[src/rtl/decoder_scan_pkg.sv]
// Shared types and helpers for the decoder_scan block: FSM state encoding,
// mode constants and a one-hot decode helper.
package decoder_pkg;

   typedef enum logic [1:0] {
      ST_OFF    = 2'd0,
      ST_DIRECT = 2'd1,
      ST_SCAN   = 2'd2
   } state_t;

   localparam logic MODE_DIRECT = 1'b0;
   localparam logic MODE_SCAN   = 1'b1;

   // Callers zero-extend their select to ONEHOT_MAX_SEL_W and size-cast the
   // result down to their own 2**SEL_W outputs.
   localparam int unsigned ONEHOT_MAX_SEL_W = 8;
   localparam int unsigned ONEHOT_MAX_W     = 2 ** ONEHOT_MAX_SEL_W;

   function automatic logic [ONEHOT_MAX_W-1:0] onehot(
      input logic [ONEHOT_MAX_SEL_W-1:0] idx
   );
      logic [ONEHOT_MAX_W-1:0] v;
      v      = '0;
      v[idx] = 1'b1;
      return v;
   endfunction

endpackage

[src/rtl/decoder_scan_prescaler.sv]
// Scan step prescaler: counts run cycles and emits a tick on the last cycle
// of each PRESCALE-long period; clear restarts the period.
module scan_prescaler #(
   parameter int unsigned PRESCALE   = 4,
   parameter int unsigned PRESCALE_W = $clog2(PRESCALE) + 1
) (
   input  logic clk,
   input  logic reset,
   input  logic run,
   input  logic clear,
   output logic tick
);

   logic [PRESCALE_W-1:0] r_count;
   logic                  w_at_end;

   assign w_at_end = (r_count == PRESCALE_W'(PRESCALE - 1));
   assign tick     = run && !clear && w_at_end;

   always_ff @(posedge clk) begin
      if (reset || clear) begin
         r_count <= '0;
      end else if (run) begin
         if (w_at_end) r_count <= '0;
         else          r_count <= r_count + 1'b1;
      end
   end

endmodule

[src/rtl/decoder_scan.sv]
// Registered SEL_W-to-2**SEL_W decoder with DIRECT (loaded select) and SCAN
// (prescaled sweep) modes. Define DECODER_SCAN_ACTIVE_LOW_EN for one-cold output.
module decoder_scan
   import decoder_pkg::*;
#(
   parameter int unsigned SEL_W      = 3,
   parameter int unsigned PRESCALE   = 4,
   parameter int unsigned PRESCALE_W = $clog2(PRESCALE) + 1
) (
   input  logic                  clk,
   input  logic                  reset,
   input  logic                  enable,
   input  logic                  mode,
   input  logic                  load,
   input  logic [SEL_W-1:0]      sel_in,
   input  logic [SEL_W-1:0]      last_idx,
   output logic [2**SEL_W-1:0]   out_onehot,
   output logic [SEL_W-1:0]      cur_idx,
   output logic                  step_pulse,
   output logic                  wrap
);

   localparam int unsigned N_OUT = 2 ** SEL_W;

   state_t             r_state;
   state_t             w_state_nxt;
   logic [SEL_W-1:0]   r_idx;
   logic [SEL_W-1:0]   w_idx_nxt;
   logic [N_OUT-1:0]   r_dec;
   logic [N_OUT-1:0]   w_dec_nxt;
   logic               r_step;
   logic               w_step_nxt;
   logic               r_wrap;
   logic               w_wrap_nxt;
   logic               w_run;
   logic               w_clear;
   logic               w_tick;

   always_ff @(posedge clk) begin
      if (reset) r_state <= ST_OFF;
      else       r_state <= w_state_nxt;
   end

   always_comb begin
      w_state_nxt = ST_OFF;
      if (enable) begin
         if (mode == MODE_SCAN) w_state_nxt = ST_SCAN;
         else                   w_state_nxt = ST_DIRECT;
      end
   end

   // Count only while staying in SCAN; entering SCAN or being in DIRECT
   // restarts the period, so a scan never resumes a stale count.
   assign w_run   = (r_state == ST_SCAN) && (w_state_nxt == ST_SCAN);
   assign w_clear = (w_state_nxt == ST_DIRECT) ||
                    ((w_state_nxt == ST_SCAN) && (r_state != ST_SCAN));

   scan_prescaler #(
      .PRESCALE   (PRESCALE),
      .PRESCALE_W (PRESCALE_W)
   ) u_prescaler (
      .clk   (clk),
      .reset (reset),
      .run   (w_run),
      .clear (w_clear),
      .tick  (w_tick)
   );

   always_comb begin
      w_idx_nxt  = r_idx;
      w_dec_nxt  = '0;
      w_step_nxt = 1'b0;
      w_wrap_nxt = 1'b0;
      unique case (w_state_nxt)
         ST_DIRECT: begin
            if (load) w_idx_nxt = sel_in;
            w_dec_nxt = N_OUT'(onehot(ONEHOT_MAX_SEL_W'(w_idx_nxt)));
         end
         ST_SCAN: begin
            if (w_tick) begin
               w_step_nxt = 1'b1;
               if (r_idx >= last_idx) begin
                  w_idx_nxt  = '0;
                  w_wrap_nxt = 1'b1;
               end else begin
                  w_idx_nxt = r_idx + 1'b1;
               end
            end
            w_dec_nxt = N_OUT'(onehot(ONEHOT_MAX_SEL_W'(w_idx_nxt)));
         end
         default: ;
      endcase
   end

   always_ff @(posedge clk) begin
      if (reset) begin
         r_idx  <= '0;
         r_dec  <= '0;
         r_step <= 1'b0;
         r_wrap <= 1'b0;
      end else begin
         r_idx  <= w_idx_nxt;
         r_dec  <= w_dec_nxt;
         r_step <= w_step_nxt;
         r_wrap <= w_wrap_nxt;
      end
   end

`ifdef DECODER_SCAN_ACTIVE_LOW_EN
   assign out_onehot = ~r_dec;
`else
   assign out_onehot = r_dec;
`endif
   assign cur_idx    = r_idx;
   assign step_pulse = r_step;
   assign wrap       = r_wrap;

endmodule

[config.mk]
export PLATFORM = sky130hd
export DESIGN_NAME = decoder_scan
export DESIGN_NICKNAME = d
export VERILOG_FILES = /design/src/rtl/decoder_scan_pkg.sv /design/src/rtl/decoder_scan_prescaler.sv /design/src/rtl/decoder_scan.sv
export SDC_FILE = /design/constraint.sdc
export NUM_CORES = 1
export LEC_CHECK = 0
export BUFFER_PORTS_ARGS = -buffer_cell sky130_fd_sc_hd__buf_4
export CAP_MARGIN = 25
export CORE_ASPECT_RATIO = 1.4
export CORE_UTILIZATION = 36
export DETAILED_ROUTE_END_ITERATION = 12
export GPL_TIMING_DRIVEN = 0
export PLACE_DENSITY_LB_ADDON = 0.15
export RECOVER_POWER = 50
export SLEW_MARGIN = 20
export SYNTH_ARGS = -nofsm -noshare
export SYNTH_HDL_FRONTEND = slang
export SYNTH_SLANG_ARGS = --single-unit
export TNS_END_PERCENT = 20
[constraint.sdc]
create_clock -name clk -period 2.5 [get_ports clk]
set_input_delay 0.5 -clock clk [delete_from_list [all_inputs] [get_ports clk]]
set_output_delay 0.5 -clock clk [all_outputs]
set_load 0.01 [all_outputs]
==> results of run 1 <==
flip-flops by register name, indices dropped and copies added (netlist names):
name	flops
r_state	2
out_onehot	8
u_prescaler.r_count	3
cur_idx	3
step_pulse	1
wrap	1
Yosys cell counts:
master     count
o2111ai_2      1
nor2_1         4
and2_1         1
a21oi_1        9
nand4bb_1      1
a221oi_1       1
nand2_1       15
and4bb_2       1
buf_2          3
a21o_1         1
o21ai_0        6
nand3_1        5
o22ai_1        8
nor2b_4        1
nor3b_1        1
inv_1          3
nand4_1        1
mux2i_1        2
o21ai_4        1
a211oi_1       1
ha_1           5
dfxtp_1       18
mux2_2         2
nor3_1         4
nand4b_1       1
nor4_4         1
o21a_1         1
buf_6          1
and3b_1        2
nand3b_1       1
nand2b_1       5
nor4_1         1
and4b_1        1
clkbuf_1       2
o31ai_1        3
cell families (layout without fill, tap and decap cells):
family	after synthesis	after routing	share of synthesized area, %
AND/OR/NAND/NOR	46	46	27.7
AO/OA/AOI/OAI	32	32	21.1
flip-flops	18	18	36.1
buffers and inverters	9	34	4.52
adder cells (fa/ha/maj)	5	5	6.27
multiplexers	4	4	4.27
metal layers:
layer,vias up,global-route usage [%],share of wire (%)
met5,-,0,0
met4,0,8.09,1.8
met3,4,2.54,3.8
met2,29,30.0,50
met1,428,23.2,44
li1,473,-,-
path summary, 6_finish.rpt:
path	endpoint	depth (start not counted)	slack, ns
max reg2reg	out_onehot[4]$_SDFF_PP0_	7	0.31
max	out_onehot[4]$_SDFF_PP0_	7	0.31
min	cur_idx[0]$_SDFFE_PP0P_	2	0.47
min reg2reg	u_prescaler.r_count[1]$_SDFFE_PP0P_	2	0.48
final cells by class:
class,count,area [um^2]
Sequential cell,18,360
Fill cell,277,1420
Tap cell,36,45.0
Timing Repair Buffer,21,120
Inverter,3,11.3
Clock buffer,4,36.3
Multi-Input combinational cell,87,592
Buffer,6,26.3
power by group through the flow:
stage	Sequential, W	Combinational, W	Clock (W)
final	0.000298	0.0000903	0.000182
after global routing	0.000299	0.000101	0.000194
after global placement	0.000304	0.0000912	0
after detailed placement	0.000305	0.0000934	0
after floorplan	0.000306	0.0000594	0
after CTS	0.000298	0.0000937	0.000185
stage by stage:
stage	hold slack (ns)	setup slack, ns	std cells	cell area [um^2]	utilization (%)
2_1_floorplan	0.450	0.609	114	997	-
3_3_place_gp	0.462	0.405	171	1200	45.9
3_5_place_dp	0.472	0.404	171	1200	45.9
4_1_cts	0.476	0.370	175	1240	47.3
5_1_grt	0.498	0.130	175	1190	45.6
6_report	0.466	0.314	175	1190	45.6
critical path: stages, from the launching register on:
cell and delay, ns:
dfxtp_1 0.52, inv_1 0.18, ha_1 0.35, nor2b_4 0.05, o21ai_4 0.32, o2111ai_2 0.16
a21oi_1 0.34, o22ai_1 0.14
==> results.md, run 1 <==
- Die height: 64.3 um
- Final Setup Violations: 0
- Pint: 0.000419 W
- GPL Wtd Cong: 0.829
- Vias per cell: 5.34
- Buffers added on ports: 21
- Part of the Yosys area used for sequential elements: 36.1%
- Initial antenna violation count: 0
- First-pass GRT wire length: 4020 um
- Number of distinct library cells after synthesis: 35
- Syn-to-layout area delta: 19.4%
- Leak: 0.466 nW
- Die width: 46.5 um
- Mean Syn Cell Area: 8.75 um^2
- Crit Path Category: flop to flop
- Postcts setup bufs: 0
- DRC Markers: 0
- CP Capture Type: flop
- Share of cells above drive strength 1: 18.0%
- Power Density: 479 nW/um^2
- Max-cap violation count: 0
- CORE AREA: 2620 um^2
- Slew @ Worst Pin: 0.464 ns
- Fin nets: 156
- HPWL after DPL: 1780 um
- Worst Path Required: 2.68 ns
- IO Pins: 24
- HP Start: reset
- Clk sink count: 18
- Hold buffer count at cts: 0
- Vias in the first global route: 895
- Remaining global-route overflow: 0
- #FFs+latches synth: 18
- Worst hold path type: input pin to flop
- CTS tree: done
- Fmax: 457 MHz
- Total CTS buffers: 3
- Final Hold Viols: 0
- Startpoint types: flop
- Mapped Cells: 114
- Total power draw: 0.000570 W
- Fin crit share: 87.4%
- DRT iter0 DRCs: 33
- Clk_lat worst skew: 0.30 ns
- Total track usage: 18.5%
- Largest net degree at the start of global routing: 11
- Gate power share: 15.8%
- Mapped cell area: 997 um^2
- Clock Pin Slew Worst Setup and Hold Paths: 0.11 ns
- Clk network pwr share: 31.9%
- Share of the synthesized area in the top cell type: 36.1%
- DR WL/cell: 13.2 um
- Clock Path Buffers: 2
- Flop pwr share: 52.3%
- Most frequent cells in the layout: dfxtp_1, nand2_1, clkbuf_1, buf_4, a21oi_1
- H-tree levels: 1
- Outcome: finished clean
- Final Max Slew Viols: 0
- Starting density of the core: 38.1%
- Switch Pwr: 0.000151 W
- Clock Skew: 0.0132 ns
- Reg-to-Reg Start: cur_idx[0]$_SDFFE_PP0P_
- Remaining antenna violation count after routing: 0
- Synthesized Nets: 130
- RSZ-0062 raised after global routing: false
- DR vias: 934
- Setup TNS: 0 ns
- Max-slew headroom: 69.0%
- Critical path arrival: 2.36 ns
- CTS Root Cell: clkbuf_4
- Detailed Route WL: 2320 um
- Worst-path fanout max: 10
- Fin crit period: 2.19 ns
- Critical path origin: cur_idx[0]$_SDFFE_PP0P_
- Std-Cell Rows: 22
- Post-synth top area cell: dfxtp_1
- CTS resizes: 0
- Drt pass-1 iters: 4
- Switch share: 26.5%
- Die area: 2990 um^2
- Antenna fix cells: 0
- Ys Warns: 0
- Top post-synthesis cells by area: dfxtp_1, ha_1, nand2_1
- Peak VDD IR: 174 uV
- Commonest non-fill, non-tap cell in the layout: dfxtp_1
(Power assumes the default switching activity.)
==> inputs of run 2 (changes only) <==
--- a/config.mk
+++ b/config.mk
@@ -8,7 +8,7 @@
 export BUFFER_PORTS_ARGS = -buffer_cell sky130_fd_sc_hd__buf_4
 export CAP_MARGIN = 25
 export CORE_ASPECT_RATIO = 1.4
-export CORE_UTILIZATION = 36
+export CORE_UTILIZATION = 45
 export DETAILED_ROUTE_END_ITERATION = 12
 export GPL_TIMING_DRIVEN = 0
 export PLACE_DENSITY_LB_ADDON = 0.15
==> run 2 against run 1 <==
  * Clock power about the same
  * Total power increased by 0.11%
  * Sequential share of layout area increased by 0.39 points
  * Die area decreased by 19%
  * Clock skew decreased by 0.0023 ns
  * Critical path depth unchanged
  * Sequential power about the same
  * Global-route usage increased by 2.0 points
  * Flip-flop and latch count unchanged
  * Largest cell class unchanged
==> results.md, run 2 (synthesis results as in run 1) <==
- Outcome: finished clean
- Final Hold Viols: 0
- GRT Max-Usage Layer: met2
- Critical path arrival: 2.37 ns
- Vias in the first global route: 897
- FILL cells: 194
- Largest net degree at the start of global routing: 11
- Top delay family on crit path: compound AO/OA/AOI/OAI gates
- Commonest non-fill, non-tap cell in the layout: dfxtp_1
- GPL Wtd Cong: 0.885
- Hold buffer count at cts: 0
- Vias per cell: 6.12
- CTS resizes: 0
- DRT iter0 DRCs: 37
- Fin crit period: 2.19 ns
- Clk_lat worst skew: 0.30 ns
- Die area: 2410 um^2
- Total track usage: 20.5%
- Peak VDD IR: 299 uV
- Slowest stage cell, crit path: dfxtp_1
- Remaining global-route overflow: 0
- Die height: 57.7 um
- Total CTS buffers: 3
- H-tree levels: 1
- Antenna fix cells: 0
- Met2 usage: 32.1%
- Max-cap violation count: 0
- Postcts setup bufs: 0
- CTS Root Cell: clkbuf_4
- CP max stage delay: 0.52 ns
- DR vias: 979
- CP Buf/Inv Count: 1
- Clock Skew: 0.0108 ns
- RSZ-0062 raised after global routing: false
- Area of the multi-input gates: 592 um^2
- Syn-to-layout area delta: 17.9%
- Met1 GRT Util: 25.6%
- CORE AREA: 2020 um^2
- IO Pins: 24
- Share of cells above drive strength 1: 18.7%
- Startpoint types: flop
- Starting density of the core: 49.3%
- Crit Path Category: flop to flop
- CTS tree: done
- DRC Markers: 0
- CP Capture Type: flop
- Final Setup Violations: 0
- Setup TNS: 0 ns
- Std-Cell Rows: 19
- Fin crit share: 87.6%
- Detailed Route WL: 2230 um
- Initial antenna violation count: 0
- Slew @ Worst Pin: 0.436 ns
- HPWL after DPL: 1640 um
- Power Density: 485 nW/um^2
- Fmax: 457 MHz
- GR Util met3: 3.12%
- Max-slew headroom: 71.0%
- Worst hold path type: input pin to flop
- FF/Latch Area: 360 um^2
- Clock Path Buffers: 2
- Remaining antenna violation count after routing: 0
- Fin nets: 156
- Clock Pin Slew Worst Setup and Hold Paths: 0.11 ns
- Clk sink count: 18
- Worst Path Required: 2.68 ns
- Hold slack: 0.469 ns
- Die width: 41.8 um
- Most frequent cells in the layout: dfxtp_1, nand2_1, clkbuf_1, buf_4, a21oi_1
- Final Max Slew Viols: 0
- Crit-path cells: inv_1 -> ha_1 -> nor2b_4 -> o21ai_4 -> o2111ai_2 -> a21oi_1 -> o22ai_1
- Worst-path fanout max: 10
- Max reg flops: 8
- Drt pass-1 iters: 5
- DR WL/cell: 14.0 um
- Buffers added on ports: 21
- Fin util: 58.2%
- First-pass GRT wire length: 3850 um
- Leak: 0.470 nW
==> run 2: final timing paths <==
path	cells after the start	slack (ns)	end	start
worst min-delay path	2	0.47	cur_idx[0]$_SDFFE_PP0P_	reset
worst max-delay path	7	0.31	out_onehot[4]$_SDFF_PP0_	cur_idx[0]$_SDFFE_PP0P_
worst min register to register	2	0.49	u_prescaler.r_count[1]$_SDFFE_PP0P_	u_prescaler.r_count[1]$_SDFFE_PP0P_
worst max register to register	7	0.31	out_onehot[4]$_SDFF_PP0_	cur_idx[0]$_SDFFE_PP0P_
==> run 2: worst reg2reg max path, cell delays in order (launching register included) <==
cell	delay, ns
dfxtp_1	0.52
inv_1	0.18
ha_1	0.35
nor2b_4	0.05
o21ai_4	0.32
o2111ai_2	0.16
a21oi_1	0.35
o22ai_1	0.14
==> run 2: report_power, final <==
group / total, W / switching (W) / internal, W
logic: 0.0000897 / 0.0000522 / 0.0000375
registers: 0.000298 / 0.00000502 / 0.000293
clock network: 0.000183 / 0.0000944 / 0.0000887
total: 0.000571 / 0.000152 / 0.000419
==> run 2: cell type report <==
cell class              instances  area share [%]
multi-input cells              87            50.3
flip-flops and latches         18            30.6
repair buffers                 21            10.5
clock buffers                   4            3.09
plain buffers                   6            2.23
well taps                      21            2.23
inverters                       3           0.957
==> run 2: per-layer routing <==
layer  part of all wire [%]  vias up
li1                       -      469
met3                    5.4       12
met4                    4.2        0
met1                     42      453
met5                      0        -
met2                     48       45
==> run 2: per-stage QoR <==
stage,worst slack (ns),area [um^2],cells,total power [W]
after floorplan,0.609,997,114,0.000365
after global placement,0.434,1180,156,0.000394
after detailed placement,0.383,1180,156,0.000396
after CTS,0.370,1220,160,0.000570
after global routing,0.139,1180,160,0.000596
final,0.311,1180,160,0.000571
==> inputs of run 3 (changes only) <==
--- a/config.mk
+++ b/config.mk
@@ -6,7 +6,7 @@
 export NUM_CORES = 1
 export LEC_CHECK = 0
 export BUFFER_PORTS_ARGS = -buffer_cell sky130_fd_sc_hd__buf_4
-export CAP_MARGIN = 25
+export CAP_MARGIN = 15
 export CORE_ASPECT_RATIO = 1.4
 export CORE_UTILIZATION = 45
 export DETAILED_ROUTE_END_ITERATION = 12
==> constraint.sdc (replaced) <==
create_clock -name clk -period 2.5 [get_ports clk]
set_input_delay 0.5 -clock clk [delete_from_list [all_inputs] [get_ports clk]]
set_output_delay 0.5 -clock clk [all_outputs]
set_load 0.1 [all_outputs]
==> run 3 against run 2 <==
  * Via count fell by 3.8%
  * Combinational power rose by 36%
  * Critical path depth did not move
  * Final cell count did not move
  * Non-clock buffer count did not move
  * Highest routed layer unchanged
==> results.md, run 3 (synthesis results as in run 1) <==
- Commonest non-fill, non-tap cell in the layout: dfxtp_1
- CP max stage delay: 0.44 ns
- Starting density of the core: 49.3%
- Remaining global-route overflow: 0
- Die width: 41.8 um
- DRT iter0 DRCs: 26
- Drt pass-1 iters: 4
- First-pass GRT wire length: 3650 um
- Top delay family on crit path: compound AO/OA/AOI/OAI gates
- Fin crit period: 2.08 ns
- CTS tree: done
- Outcome: finished clean
- H-tree levels: 1
- Clock Path Buffers: 2
- Detailed Route WL: 2220 um
- Postcts setup bufs: 0
- Die area: 2410 um^2
- Slew @ Worst Pin: 1.17 ns
- HP Start: reset
- Slowest stage cell, crit path: dfxtp_2
- Fin nets: 156
- CTS Root Cell: clkbuf_4
- Total CTS buffers: 3
- Final Hold Viols: 0
- Worst hold path type: input pin to flop
- Vias in the first global route: 898
- Clk sink count: 18
- Clock Pin Slew Worst Setup and Hold Paths: 0.10 ns
- Die height: 57.7 um
- Clock Skew: 0.00159 ns
- GPL Wtd Cong: 0.912
- Worst-path fanout max: 10
- Fmax: 482 MHz
- CP Buf/Inv Count: 1
- CTS resizes: 0
- Final Setup Violations: 0
- Fin crit share: 83.0%
- Peak VDD IR: 271 uV
- IO Pins: 24
- Share of cells above drive strength 1: 19.4%
- RSZ-0062 raised after global routing: false
- Buffers added on ports: 21
- Clk_lat worst skew: 0.29 ns
- Syn-to-layout area delta: 18.1%
- Max-slew headroom: 22.3%
- HPWL after DPL: 1650 um
- Crit-path cells: inv_1 -> ha_1 -> nor2b_4 -> o21ai_4 -> o2111ai_2 -> a21oi_1 -> o22ai_1
- Critical path arrival: 2.25 ns
- DRC Markers: 0
- Hold buffer count at cts: 0
- Std-Cell Rows: 19
- Worst Path Required: 2.68 ns
- Critical path origin: cur_idx[0]$_SDFFE_PP0P_
- Crit Path Category: flop to flop
- Max-cap violation count: 0
- Final Max Slew Viols: 0
- Most frequent cells in the layout: dfxtp_1, nand2_1, clkbuf_1, buf_4, a21oi_1
- Startpoint types: flop
- Leak: 0.471 nW
- Max reg flops: 8
- CP Capture Type: flop
- Reg-to-Reg Start: cur_idx[0]$_SDFFE_PP0P_
- Power Density: 509 nW/um^2
- Antenna fix cells: 0
- Total track usage: 19.6%
- Area after DPL: 1180 um^2
- Setup TNS: 0 ns
- Vias per cell: 5.89
- Initial antenna violation count: 0
- DR vias: 942
- Largest net degree at the start of global routing: 11
- CORE AREA: 2020 um^2
- DR WL/cell: 13.9 um
- Post-Layout Inst Area: 1180 um^2
- Remaining antenna violation count after routing: 0
run 3: cell count changes in the layout (fill, tap and decap cells not counted):
cell / previous run / this run
dfxtp_2: 0 / 1
dfxtp_1: 18 / 17
run 3: worst register-to-register path, stage by stage (launching register included):
cell and delay (ns):
dfxtp_2 0.44, inv_1 0.15, ha_1 0.35, nor2b_4 0.05
o21ai_4 0.31, o2111ai_2 0.15, a21oi_1 0.37, o22ai_1 0.15
run 3: layer usage:
metal	wire, um	track usage (%)	vias up	part of all wire (%)
li1	-	-	470	-
met1	958	22.1	442	43
met2	1130	35.0	26	51
met3	93	2.80	4	4.2
met4	31	10.6	0	1.4
met5	0	0	-	0
run 3: power by group:
group	internal (W)	switching [W]	leakage, nW
clock network	0.0000888	0.0000914	0.0210
logic	0.0000381	0.0000839	0.303
registers	0.000293	0.00000485	0.146
total	0.000420	0.000180	0.471
run 3: stage by stage:
stage	hold WS (ns)	setup WS, ns	instances	util, %	total power [W]
2_1_floorplan	0.450	0.105	114	-	0.000396
3_3_place_gp	0.462	0.510	156	58.5	0.000426
3_5_place_dp	0.479	0.472	156	58.5	0.000429
4_1_cts	0.474	0.506	160	60.3	0.000605
5_1_grt	0.475	0.402	160	58.3	0.000632
6_report	0.476	0.424	160	58.3	0.000600
run 3: final timing paths:
path,endpoint,cells past startpoint,slack (ns)
worst max register to register,out_onehot[4]$_SDFF_PP0_,7,0.42
worst min register to register,u_prescaler.r_count[1]$_SDFFE_PP0P_,2,0.49
worst min-delay path,cur_idx[0]$_SDFFE_PP0P_,2,0.48
worst max-delay path,out_onehot[4]$_SDFF_PP0_,7,0.42
run 3: final cells by class:
class	instances	area (um^2)
fillers	188	843
clock buffers	4	36.3
plain buffers	6	26.3
well taps	21	26.3
inverters	3	11.3
multi-input cells	87	592
repair buffers	21	124
flip-flops and latches	18	362
